## src/rtl/eth_frame_tx.sv

```systemverilog
// RMII Ethernet frame transmitter: preamble, SFD, 60 latched bytes, optional CRC-32 FCS, then IPG.
// Define ETH_TX_FCS_EN to compile in the FCS state and CRC-32 generator.
module eth_frame_tx #(
    parameter int IPG_BYTES = 12
) (
    input  logic         eth_clk,
    input  logic         rst_in,
    input  logic         send_packet,
    input  logic [479:0] eth_packet,
    output logic         busy,
    output logic         tx_done,
    output logic [7:0]   drop_count,
    output logic         eth_txen,
    output logic [1:0]   eth_txd
);

    typedef enum logic [2:0] {
        ST_IDLE     = 3'd0,
        ST_PREAMBLE = 3'd1,
        ST_SFD      = 3'd2,
        ST_DATA     = 3'd3,
        ST_FCS      = 3'd4,
        ST_IPG      = 3'd5
    } state_e;

    localparam logic [7:0] IPG_LAST = 8'(IPG_BYTES - 1);

    state_e       state_q, state_d;
    logic [1:0]   dibit_q, dibit_d;
    logic [7:0]   byte_q, byte_d;
    logic [479:0] shreg_q, shreg_d;
    logic         busy_q, busy_d;
    logic         tx_done_q, tx_done_d;
    logic [7:0]   drop_count_q, drop_count_d;
    logic         eth_txen_q, eth_txen_d;
    logic [1:0]   eth_txd_q, eth_txd_d;
    logic [7:0]   last_byte_s;
    logic         byte_end_s;
    logic         state_end_s;
    state_e       state_after_s;

`ifdef ETH_TX_FCS_EN
    logic [31:0]  crc_q, crc_d;

    // Reflected CRC-32 advanced by one dibit, bit 0 entering first.
    function automatic logic [31:0] crc32_dibit(input logic [31:0] crc, input logic [1:0] d);
        logic [31:0] c;
        c = crc;
        for (int i = 0; i < 2; i++) begin
            if ((c[0] ^ d[i]) == 1'b1) begin
                c = (c >> 1) ^ 32'hEDB8_8320;
            end else begin
                c = c >> 1;
            end
        end
        return c;
    endfunction
`endif

    // Bytes leave the wire least-significant dibit first.
    function automatic logic [1:0] dibit_of(input logic [7:0] b, input logic [1:0] idx);
        logic [1:0] d;
        case (idx)
            2'd0:    d = b[1:0];
            2'd1:    d = b[3:2];
            2'd2:    d = b[5:4];
            2'd3:    d = b[7:6];
            default: d = 2'b00;
        endcase
        return d;
    endfunction

    // Per-state byte length and successor state.
    always_comb begin
        last_byte_s   = 8'd0;
        state_after_s = ST_IDLE;
        case (state_q)
            ST_PREAMBLE: begin
                last_byte_s   = 8'd6;
                state_after_s = ST_SFD;
            end
            ST_SFD: begin
                last_byte_s   = 8'd0;
                state_after_s = ST_DATA;
            end
            ST_DATA: begin
                last_byte_s   = 8'd59;
`ifdef ETH_TX_FCS_EN
                state_after_s = ST_FCS;
`else
                state_after_s = ST_IPG;
`endif
            end
            ST_FCS: begin
                last_byte_s   = 8'd3;
                state_after_s = ST_IPG;
            end
            ST_IPG: begin
                last_byte_s   = IPG_LAST;
                state_after_s = ST_IDLE;
            end
            default: begin
                last_byte_s   = 8'd0;
                state_after_s = ST_IDLE;
            end
        endcase
        byte_end_s  = (dibit_q == 2'd3);
        state_end_s = byte_end_s && (byte_q == last_byte_s);
    end

    // Next-state, counters, frame shift register and CRC.
    always_comb begin
        state_d = state_q;
        dibit_d = dibit_q;
        byte_d  = byte_q;
        shreg_d = shreg_q;
`ifdef ETH_TX_FCS_EN
        crc_d   = crc_q;
`endif
        if (state_q == ST_IDLE) begin
            if (send_packet && !busy_q) begin
                state_d = ST_PREAMBLE;
                dibit_d = 2'd0;
                byte_d  = 8'd0;
                shreg_d = eth_packet;
`ifdef ETH_TX_FCS_EN
                crc_d   = 32'hFFFF_FFFF;
`endif
            end else begin
                state_d = ST_IDLE;
            end
        end else begin
            if (state_end_s) begin
                state_d = state_after_s;
                dibit_d = 2'd0;
                byte_d  = 8'd0;
            end else if (byte_end_s) begin
                dibit_d = 2'd0;
                byte_d  = byte_q + 8'd1;
            end else begin
                dibit_d = dibit_q + 2'd1;
            end
            if ((state_q == ST_DATA) && byte_end_s) begin
                shreg_d = {shreg_q[471:0], 8'h00};
            end else begin
                shreg_d = shreg_q;
            end
`ifdef ETH_TX_FCS_EN
            // The FCS is drained from the low end of the register two bits per clock.
            if (state_q == ST_DATA) begin
                crc_d = crc32_dibit(crc_q, dibit_of(shreg_q[479:472], dibit_q));
            end else if (state_q == ST_FCS) begin
                crc_d = {2'b00, crc_q[31:2]};
            end else begin
                crc_d = crc_q;
            end
`endif
        end
    end

    // Output values for the coming cycle, derived from the next state so the pins are flopped.
    always_comb begin
        eth_txen_d = 1'b0;
        eth_txd_d  = 2'b00;
        busy_d     = (state_d != ST_IDLE);
        tx_done_d  = (state_d == ST_IPG) && (state_q != ST_IPG);
        case (state_d)
            ST_PREAMBLE: begin
                eth_txen_d = 1'b1;
                eth_txd_d  = 2'b01;
            end
            ST_SFD: begin
                eth_txen_d = 1'b1;
                eth_txd_d  = (dibit_d == 2'd3) ? 2'b11 : 2'b01;
            end
            ST_DATA: begin
                eth_txen_d = 1'b1;
                eth_txd_d  = dibit_of(shreg_d[479:472], dibit_d);
            end
`ifdef ETH_TX_FCS_EN
            ST_FCS: begin
                eth_txen_d = 1'b1;
                eth_txd_d  = ~crc_d[1:0];
            end
`endif
            default: begin
                eth_txen_d = 1'b0;
                eth_txd_d  = 2'b00;
            end
        endcase
        if (send_packet && busy_q && (drop_count_q != 8'hFF)) begin
            drop_count_d = drop_count_q + 8'd1;
        end else begin
            drop_count_d = drop_count_q;
        end
    end

    // State and output registers with synchronous reset.
    always_ff @(posedge eth_clk) begin
        if (rst_in) begin
            state_q      <= ST_IDLE;
            dibit_q      <= 2'd0;
            byte_q       <= 8'd0;
            shreg_q      <= 480'd0;
            busy_q       <= 1'b0;
            tx_done_q    <= 1'b0;
            drop_count_q <= 8'd0;
            eth_txen_q   <= 1'b0;
            eth_txd_q    <= 2'b00;
`ifdef ETH_TX_FCS_EN
            crc_q        <= 32'hFFFF_FFFF;
`endif
        end else begin
            state_q      <= state_d;
            dibit_q      <= dibit_d;
            byte_q       <= byte_d;
            shreg_q      <= shreg_d;
            busy_q       <= busy_d;
            tx_done_q    <= tx_done_d;
            drop_count_q <= drop_count_d;
            eth_txen_q   <= eth_txen_d;
            eth_txd_q    <= eth_txd_d;
`ifdef ETH_TX_FCS_EN
            crc_q        <= crc_d;
`endif
        end
    end

    assign busy       = busy_q;
    assign tx_done    = tx_done_q;
    assign drop_count = drop_count_q;
    assign eth_txen   = eth_txen_q;
    assign eth_txd    = eth_txd_q;

endmodule

```

## config.mk

```make
export PLATFORM = sky130hd
export DESIGN_NAME = eth_frame_tx
export DESIGN_NICKNAME = d
export VERILOG_FILES = /design/src/rtl/eth_frame_tx.sv
export SDC_FILE = /design/constraint.sdc
export NUM_CORES = 1
export LEC_CHECK = 0
export CAP_MARGIN = 20
export CORE_MARGIN = 2
export CORE_UTILIZATION = 30
export DETAILED_ROUTE_END_ITERATION = 8
export GPL_ROUTABILITY_DRIVEN = 0
export GPL_TIMING_DRIVEN = 0
export SYNTH_ARGS = -nofsm -noshare
export SYNTH_HDL_FRONTEND = slang
export SYNTH_SLANG_ARGS = --single-unit
```

## constraint.sdc

```tcl
create_clock -name eth_clk -period 2.7 [get_ports eth_clk]
set_clock_uncertainty 0.05 [all_clocks]
set_input_delay 0.27 -clock eth_clk [delete_from_list [all_inputs] [get_ports eth_clk]]
set_output_delay 0.27 -clock eth_clk [all_outputs]
set_load 0.02 [all_outputs]
```

# Yosys cells after proc, flatten, opt, wreduce, memory -nomap -nowiden
# Cells that the tools add are included.
# Widths: inputs -> output; s select.
[op_classes]
n_addsub = 3
eq_ne = 17
mux = 20
n_reduce_logical = 16
[ops]
columns = ["operator", "n"]
rows = [
  ["$mux 480", 3],
  ["$mux 8", 4],
  ["$pmux 6 s4", 1],
  ["$add 8x1->8 const B", 2],
  ["$eq 3x2->1 const B", 4],
  ["$mux 2", 5],
  ["$eq 3x3->1 const B", 3],
  ["$pmux 3 s3", 1],
  ["$eq 8x8->1", 1],
  ["$ne 8x8->1 const B", 1],
  ["$pmux 2 s4", 1],
  ["$eq 2x2->1 const B", 3],
  ["$eq 3x1->1 const B", 2],
  ["$logic_and 1x1->1", 6],
  ["$mux 3", 2],
  ["$pmux 2 s3", 1],
  ["$reduce_bool 3->1", 2],
  ["$reduce_and 2->1", 2],
  ["$logic_not 3->1", 1],
  ["$ne 3x3->1 const B", 1],
  ["$reduce_or 3->1", 1],
  ["$add 2x1->2 const B", 1],
  ["$eq 2x1->1 const B", 1],
  ["$logic_not 2->1", 1],
  ["5 further kinds", 6],
]
[totals]
reg_bits = 506
in_bits = 483

# Longest topological paths before layout
# Gate-level depths: netlist of the first run.
[logic_depth]
word_depth = 9
mapped_depth = 9

# Worst setup path before layout of the first run
# OpenSTA, ideal clock, no wires.
[synth_path]
path_kind = "reg-to-reg"
startpoint = "register state_q[2]"
endpoint = "register busy_q (netlist: busy)"
setup_ns = 0.127
arrival_ns = 1.882
required_ns = 2.523
slack_ns = 0.641
stages_incl_launch_ff = 8
n_path_buf = 1
period_less_slack_ns = 2.059
cell_sequence = "dfxtp_1 buf_6 and3b_4 a2111oi_4 o2111ai_1 o31ai_2 a21oi_1 or3_1"
[synth_between]
elab_chain_cells = 7
word_cells_on_any_way = 14
[synth_lines]
columns = ["item", "line", "source"]
rows = [
  ["start: declaration", "28", "state_e state_q, state_d;"],
  ["start signal: assignment", "214", "state_q <= state_d;"],
  ["$eq 3x3->1 (tied with other cells)", "77", "case (state_q)"],
  ["$pmux 6 s4", "77", ""],
  ["$eq 8x8->1", "108", "state_end_s = byte_end_s && (byte_q == last_byte_s);"],
  ["$logic_and 1x1->1", "108", ""],
  ["$mux 3", "133", "if (state_end_s) begin"],
  ["$mux 3 (*)", "120", "if (state_q == ST_IDLE) begin"],
  ["$reduce_bool 3->1 (*)", "165", "busy_d = (state_d != ST_IDLE);"],
  ["end signal: assignment", "218", "busy_q <= busy_d;"],
  ["end: declaration", "32", "logic busy_q, busy_d;"],
]
# Mark *: on every way between the ends. The rest lies on a longest branch, timed or not.
# A chain may end at the register's enable or synchronous reset.

# Worst setup path after layout of the first run
[layout_path]
startpoint = "register state_q[0]"
endpoint = "register eth_txd_q[0] (netlist: eth_txd[0])"
[layout_between]
elab_chain_cells = 9
word_cells_on_any_way = 27
[layout_lines]
columns = ["item", "line", "source"]
rows = [
  ["$eq 3x3->1 (tied with other cells)", "77", ""],
  ["$pmux 6 s4", "77", ""],
  ["$eq 8x8->1", "108", ""],
  ["$logic_and 1x1->1", "108", ""],
  ["$mux 2", "133", ""],
  ["$mux 2", "120", ""],
  ["$eq 2x2->1 (tied with other cells)", "63", "case (idx)"],
  ["$pmux 2 s4", "63", ""],
  ["$pmux 2 s3 (*)", "167", "case (state_d)"],
  ["end signal: assignment", "222", "eth_txd_q <= eth_txd_d;"],
  ["end: declaration", "36", "logic [1:0] eth_txd_q, eth_txd_d;"],
]
# Mark *: on every way between the ends. The rest lies on a longest branch, timed or not. The select of a mux whose other input is x is not followed.

==> metrics.txt, run 1 <==
fraction of layout cells with a size suffix above 1 8.628%; Crit path arrival time 2.97 ns; Initial Util 30.27%; worst vdd ir 0.4706 mV; Setup Crit Path Kind reg -> reg; final period utilization 94.35%; pre-CTS setup slack -0.4921 ns; Netlist cell types 54; DPL Wire Length 54.55 mm; Routed Antenna Nets 0; drt drc 0; dominant cell type by area after synthesis dfxtp_1; Syn Std Cell Area 19900 sq um; startpoint types flop; CTS root buf clkbuf_16; Worst Path Required 3.13 ns; Post-DP Area 25930 sq um; port bufs 494; total power 18830 uW; CTS Buf Count 54; status finished clean; most frequent cells after synthesis dfxtp_1 (506), a21oi_1 (488), nand2_1 (482), a22oi_1 (466), clkbuf_1 (105); top-area cell type share of the netlist area 50.89%; design area 27880 sq um; vias in the first global route 19500; Iteration-0 DRC Markers 1678; EDFF count, synth 0; FMAX 0.3926 GHz; I/O pin cnt 496; Synthesized Nets 2803; DP Cell Count 3675; synth top area cells dfxtp_1 (51%), a22oi_1 (18%), a21oi_1 (12%), nand2_1 (9.1%), buf_2 (2.4%); Leak 0.009779 uW; NumNets Final 3353; Clock Path Buffers 3; TritonCTS clock tree done; largest net degree at the start of global routing 15; Vias 19890; Crit path top cell by count o31a_1; post-synthesis register bit count 506; crit-path max FO 10; crit-path cells buf_2, nor3_4, nand2_1, clkbuf_1, o22ai_1, nor4_1, o31a_1, o31a_1; DR WL/cell 19.11 um; Worst Hold Class in -> reg; DIE AREA 68420 sq um; ys flop type dfxtp_1; initial antenna violation count 14; final number of max-transition violations 0; Worst Tran Pin Value 0.7461 ns; ys async rst share 0%; Die W 261.6 um; Core Region 65750 sq um; first-pass GRT wire length 107.9 mm; TritonRoute pass-1 iters 6; Skew-Pair Late Insertion Delay 0.59 ns; fin cells 3781; # rows 94; Setup Viol. Count Final 0; Reg clk slew, reported paths 0.06 ns; Buf/Inv on CP 2; # fillers 6404; register area share after synthesis 50.89%; relative slew slack 50.26%; vias per cell 5.261; DRT Wirelength 72.27 mm; Syn-to-layout area delta 40.09%; highest-delay cell along the critical path nor3_4; htree depth 2; PwrDens 675.4 nW/um^2; setup ws final 0.1526 ns; hold-fix buffer count after cts 0; total gr overflow 0; crit path capture type flop; CP top delay family compound AO/OA/AOI/OAI gates; Synth Warn # 0; crit-path max cell delay 0.44 ns; most frequent cell after synthesis dfxtp_1; Syn Inst Count 2317; Final Hold Violating Endpoints 0; min Tclk post-route 2.547 ns; GRT Util Overall 19.95%; Layout Utilization 42.41%; Sink Count 506; Die Y 261.6 um; Mean Syn Cell Area 8.590 sq um; Max Cap Viol 0
[stage by stage]
| stage | hold WS [ns] | TNS (ns) |
|---|---|---|
| 2_1_floorplan | 0.3560 | 0 |
| 3_3_place_gp | 0.3921 | -129.91 |
| 4_1_cts | 0.1137 | -0.1776 |
| 5_1_grt | 0.1637 | -0.003726 |
| 3_5_place_dp | 0.3973 | -125.65 |
| 6_report | 0.1304 | 0 |
[worst register-to-register path: cells and delay by family, from the launching register on]
kind | cells | cell delay [ns]
compound gates | 3 | 0.94
buf+inv | 2 | 0.48
flops | 1 | 0.30
simple gates | 3 | 0.67
[logic make-up (layout without fill, tap and decap cells)]
group	Yosys count	count (layout)	share of synthesized area, %
AO/OA/AOI/OAI	998	998	31.83
AND/OR/NAND/NOR	575	575	11.69
flip-flops	506	506	50.89
buffers and inverters	225	817	4.947
XOR/XNOR	8	8	0.3520
adder cells (fa/ha/maj)	3	3	0.1886
multiplexers	2	2	0.1006
other	0	8	0
[registers in the layout, indices dropped and copies added, names as in the netlist]
signal / count
eth_txd: 2
state_q: 3
drop_count: 8
shreg_q: 480
dibit_q: 2
tx_done: 1
byte_q: 8
busy: 1
eth_txen: 1
[area by class of cell]
class | count | area (sq um) | share of cell area, %
antenna | 8 | 20.02 | 0.07180
inverter | 2 | 7.507 | 0.02692
clock buffer | 73 | 1544 | 5.537
timing repair buffer | 494 | 4945 | 17.73
sequential | 506 | 10130 | 36.33
buffer | 223 | 1042 | 3.738
tap | 864 | 1081 | 3.877
multi-input combinational | 1586 | 8797 | 31.55
clock inverter | 25 | 316.6 | 1.135
[per-layer routing]
metal  global-route usage, %  vias to the layer above  routed length, um
met5                       0                        -                 54
met4                   7.544                       10               2267
met3                   4.046                      133               5044
met2                   33.39                      710              34550
met1                   25.26                     9495              30350
li1                        -                     9545                  -
[placed cells by master, fill, tap and decap left out, types with 3 or more instances in the layout]
cell             count
a211oi_1             3
a21oi_1            488
a22oi_1            466
a311oi_1             5
a32o_1               5
and3_1               6
buf_1                6
buf_2               96
buf_4                3
bufinv_16            7
clkbuf_1            79
clkbuf_16           55
clkbuf_2            44
clkbuf_8            10
clkdlybuf4s50_1    494
clkinv_2            13
dfxtp_1            506
diode_2              8
nand2_1            482
nand2b_1             5
nand3_1             19
nand4_1              4
nor2_1              29
nor2b_1              5
nor3_1               7
nor4_1               3
o21ai_0              6
o22ai_1              4
o31a_1               3
or3_1                4
xnor2_1              5
xor2_1               3
[worst paths after layout]
check,depth (start not counted),endpoint,start,slack (ns)
worst max-delay path,8,eth_txd[0],state_q[0],0.15
worst min-delay path,2,state_q[1],rst_in,0.13
worst max register to register,8,eth_txd[0],state_q[0],0.15
worst min register to register,2,shreg_q[313],shreg_q[313],0.40
[report_power, final]
part	internal [uW]	leakage, uW	total (uW)	switching, uW
registers	8030	0.00414	8350	319
logic	1270	0.00471	2700	1420
clock network	4670	0.000922	7780	3120
[what timing repair did]
item	CTS	global route
buffers inserted	0	0
resized for setup	4	79
endpoints found under the setup margin	392	456
Note: power is estimated with default switching activity, not from simulation.
==> run 2: changes to the inputs <==
--- a/config.mk
+++ b/config.mk
@@ -7,7 +7,8 @@
 export LEC_CHECK = 0
 export CAP_MARGIN = 20
 export CORE_MARGIN = 2
-export CORE_UTILIZATION = 30
+export CORE_UTILIZATION = 25
+export CTS_CLUSTER_DIAMETER = 80
 export DETAILED_ROUTE_END_ITERATION = 8
 export GPL_ROUTABILITY_DRIVEN = 0
 export GPL_TIMING_DRIVEN = 0
==> run 2 against run 1 <==
  * Final area up 0.82%
  * Combinational power about the same
  * Largest power group unchanged
  * Worst hold slack worse by 0.025 ns
  * Via count down 1.3%
  * Final cell count up 5.2%
  * Fmax up 0.36%
  * Core utilization down 6.8 points
  * Register-to-register slack about the same
  * Largest cell class unchanged
  * Critical endpoint is now eth_txd[1]
  * Sequential share of layout area down 0.30 points
  * Die area up 20%
  * First-iteration DRC count down 1.3%
==> metrics.txt, run 2 (synthesis gave the netlist of run 1 again) <==
clock share of power 41.2% (was 41.3%); # fillers 8191 (was 6404); Skew-Pair Late Insertion Delay 0.61 ns (was 0.59 ns); area occupied by multi-input gates 8795 sq um (was 8797 sq um); Final Hold Violating Endpoints 0 (unchanged); Max Cap Viol 0 (unchanged); Initial Util 25.24% (was 30.27%); DIE AREA 81890 sq um (was 68420 sq um); crit path capture type flop (unchanged); worst vdd ir 0.4582 mV (was 0.4706 mV); crit-path max cell delay 0.43 ns (was 0.44 ns); Reg clk slew, reported paths 0.06 ns (about the same); port bufs 494 (unchanged); CP top delay family compound AO/OA/AOI/OAI gates (unchanged); CTS Buf Count 55 (was 54); status finished clean (unchanged); Clock Path Buffers 3 (unchanged); Worst Path Required 3.11 ns (was 3.13 ns); Setup Viol. Count Final 0 (unchanged); TritonRoute pass-1 iters 5 (was 6); Cell Int Power 13780 uW (was 13970 uW); Core Region 78870 sq um (was 65750 sq um); Post-DP Area 26160 sq um (was 25930 sq um); Post CTS Setup Buffer Count 0 (unchanged); TritonCTS clock tree done (unchanged); fraction of layout cells with a size suffix above 1 8.067% (was 8.628%); largest net degree at the start of global routing 16 (was 15); NumNets Final 3354 (was 3353); vias in the first global route 19340 (was 19500); vias per cell 4.937 (was 5.261); DR WL/cell 19.06 um (was 19.11 um); first-pass GRT wire length 113.8 mm (was 107.9 mm); design area 28110 sq um (was 27880 sq um); PwrDens 669.1 nW/um^2 (was 675.4 nW/um^2); Crit path arrival time 2.95 ns (was 2.97 ns); final period utilization 94.01% (was 94.35%); commonest cells after routing, fill and taps aside dfxtp_1 (506), clkdlybuf4s50_1 (494), a21oi_1 (488) (unchanged); Sw Share 26.72% (was 25.81%); final number of max-transition violations 0 (unchanged); crit-path cells ha_1, and4b_1, clkbuf_4, a32o_1, a21oi_1, a211oi_1, o211ai_1, a2111oi_2 (was buf_2, nor3_4, nand2_1, clkbuf_1, o22ai_1, nor4_1, o31a_1, o31a_1); Die W 286.2 um (was 261.6 um); DRT Wirelength 75.83 mm (was 72.27 mm); Routed Antenna Nets 0 (unchanged); Sink Count 506 (unchanged); highest-delay cell along the critical path a2111oi_2 (was nor3_4); combinational share of power 14.4% (was 14.3%); most common cell after layout, fill and taps aside dfxtp_1 (unchanged); relative slew slack 46.36% (was 50.26%); # rows 103 (was 94); FMAX 0.3940 GHz (was 0.3926 GHz); sequential share of power 44.4% (about the same); total gr overflow 0 (unchanged); drt drc 0 (unchanged); Switch Pwr 5026 uW (was 4860 uW); DP Cell Count 3861 (was 3675); Worst Tran Pin Value 0.8046 ns (was 0.7461 ns); Iteration-0 DRC Markers 1656 (was 1678); startpoint types flop (unchanged); crit-path max FO 10 (unchanged); min Tclk post-route 2.538 ns (was 2.547 ns); Buf/Inv on CP 1 (was 2); CTS root buf clkbuf_16 (unchanged); GRT Util Overall 17.67% (was 19.95%); Setup Crit Path Kind reg -> reg (unchanged); max reg flops 480 (unchanged); Syn-to-layout area delta 41.24% (was 40.09%); Leak 0.009712 uW (was 0.009779 uW); Die Y 286.2 um (was 261.6 um); initial antenna violation count 20 (was 14); I/O pin cnt 496 (unchanged); RSZ-0062 raised after global routing false; Largest Register shreg_q (unchanged); Reg area 10130 sq um (unchanged); DPL Wire Length 56.95 mm (was 54.55 mm); Worst Hold Class in -> reg (unchanged); htree depth 2 (unchanged); fin cells 3978 (was 3781); Vias 19640 (was 19890)
-- run 2: changes by cell type in the layout (fill, tap and decap cells not counted), moves of 2 or more --
cell        previous run  this run
bufinv_16              7         3
clkinv_2              13         7
clkbuf_8              10        15
buf_1                  6         9
clkbuf_1              79        95
clkinvlp_4             2         4
diode_2                8        15
clkinv_8               0         2
clkbuf_2              44        29
-- run 2: path summary, 6_finish.rpt --
path,start,to,slack (ns),cells past startpoint
min reg2reg,shreg_q[391],shreg_q[391],0.40,2
max reg2reg,dibit_q[1],eth_txd[1],0.16,8
max,dibit_q[1],eth_txd[1],0.16,8
min,rst_in,state_q[1],0.11,2
-- run 2: routing by layer --
metal	wire length (um)	up-vias	GRT usage (%)
li1	-	9550	-
met1	33140	9380	22.83
met2	36290	580	29.16
met3	4467	122	3.490
met4	1888	8	6.479
met5	48	-	0
-- run 2: metrics by stage --
stage	utilization (%)	power, uW	worst slack, ns	TNS [ns]	hold WS, ns
after global routing	35.64	19670	0.003698	0	0.1207
after CTS	35.55	19020	0.01830	0	0.08848
after detailed placement	33.17	11210	-0.7613	-210.11	0.3969
after global placement	33.17	11190	-0.7533	-199.27	0.3918
final	35.64	18810	0.1616	0	0.1055
after floorplan	-	9810	0.6408	0	0.3560
-- run 2: cell type report --
type	instances	area share, %
sequential	506	36.03
multi-input combinational	1586	31.28
timing repair buffer	494	17.59
clock buffer	82	5.790
tap	1050	4.673
buffer	223	3.627
clock inverter	20	0.8412
antenna	15	0.1335
inverter	2	0.02670
-- run 2: what timing repair did --
action | in CTS | in global routing
setup endpoints to repair | 370 | 348
cloned | 0 | 0
hold buffers | 0 | 0
pin swaps | 0 | 1
hold endpoints to repair | 0 | 0
resized for setup | 7 | 44
-- run 2: power groups by stage --
stage	registers (uW)	logic, uW	clock network (uW)
final	8350	2720	7750
after CTS	8340	2730	7960
after detailed placement	8500	2710	0
after global routing	8400	3000	8270
after floorplan	8400	1410	0
after global placement	8490	2700	0
==> run 3: changes to the inputs <==
--- a/config.mk
+++ b/config.mk
@@ -12,6 +12,7 @@
 export DETAILED_ROUTE_END_ITERATION = 8
 export GPL_ROUTABILITY_DRIVEN = 0
 export GPL_TIMING_DRIVEN = 0
+export SKIP_LAST_GASP = 1
 export SYNTH_ARGS = -nofsm -noshare
 export SYNTH_HDL_FRONTEND = slang
 export SYNTH_SLANG_ARGS = --single-unit
==> results of run 3 <==
Final layout, timing and power as in run 2 (identical DEF).
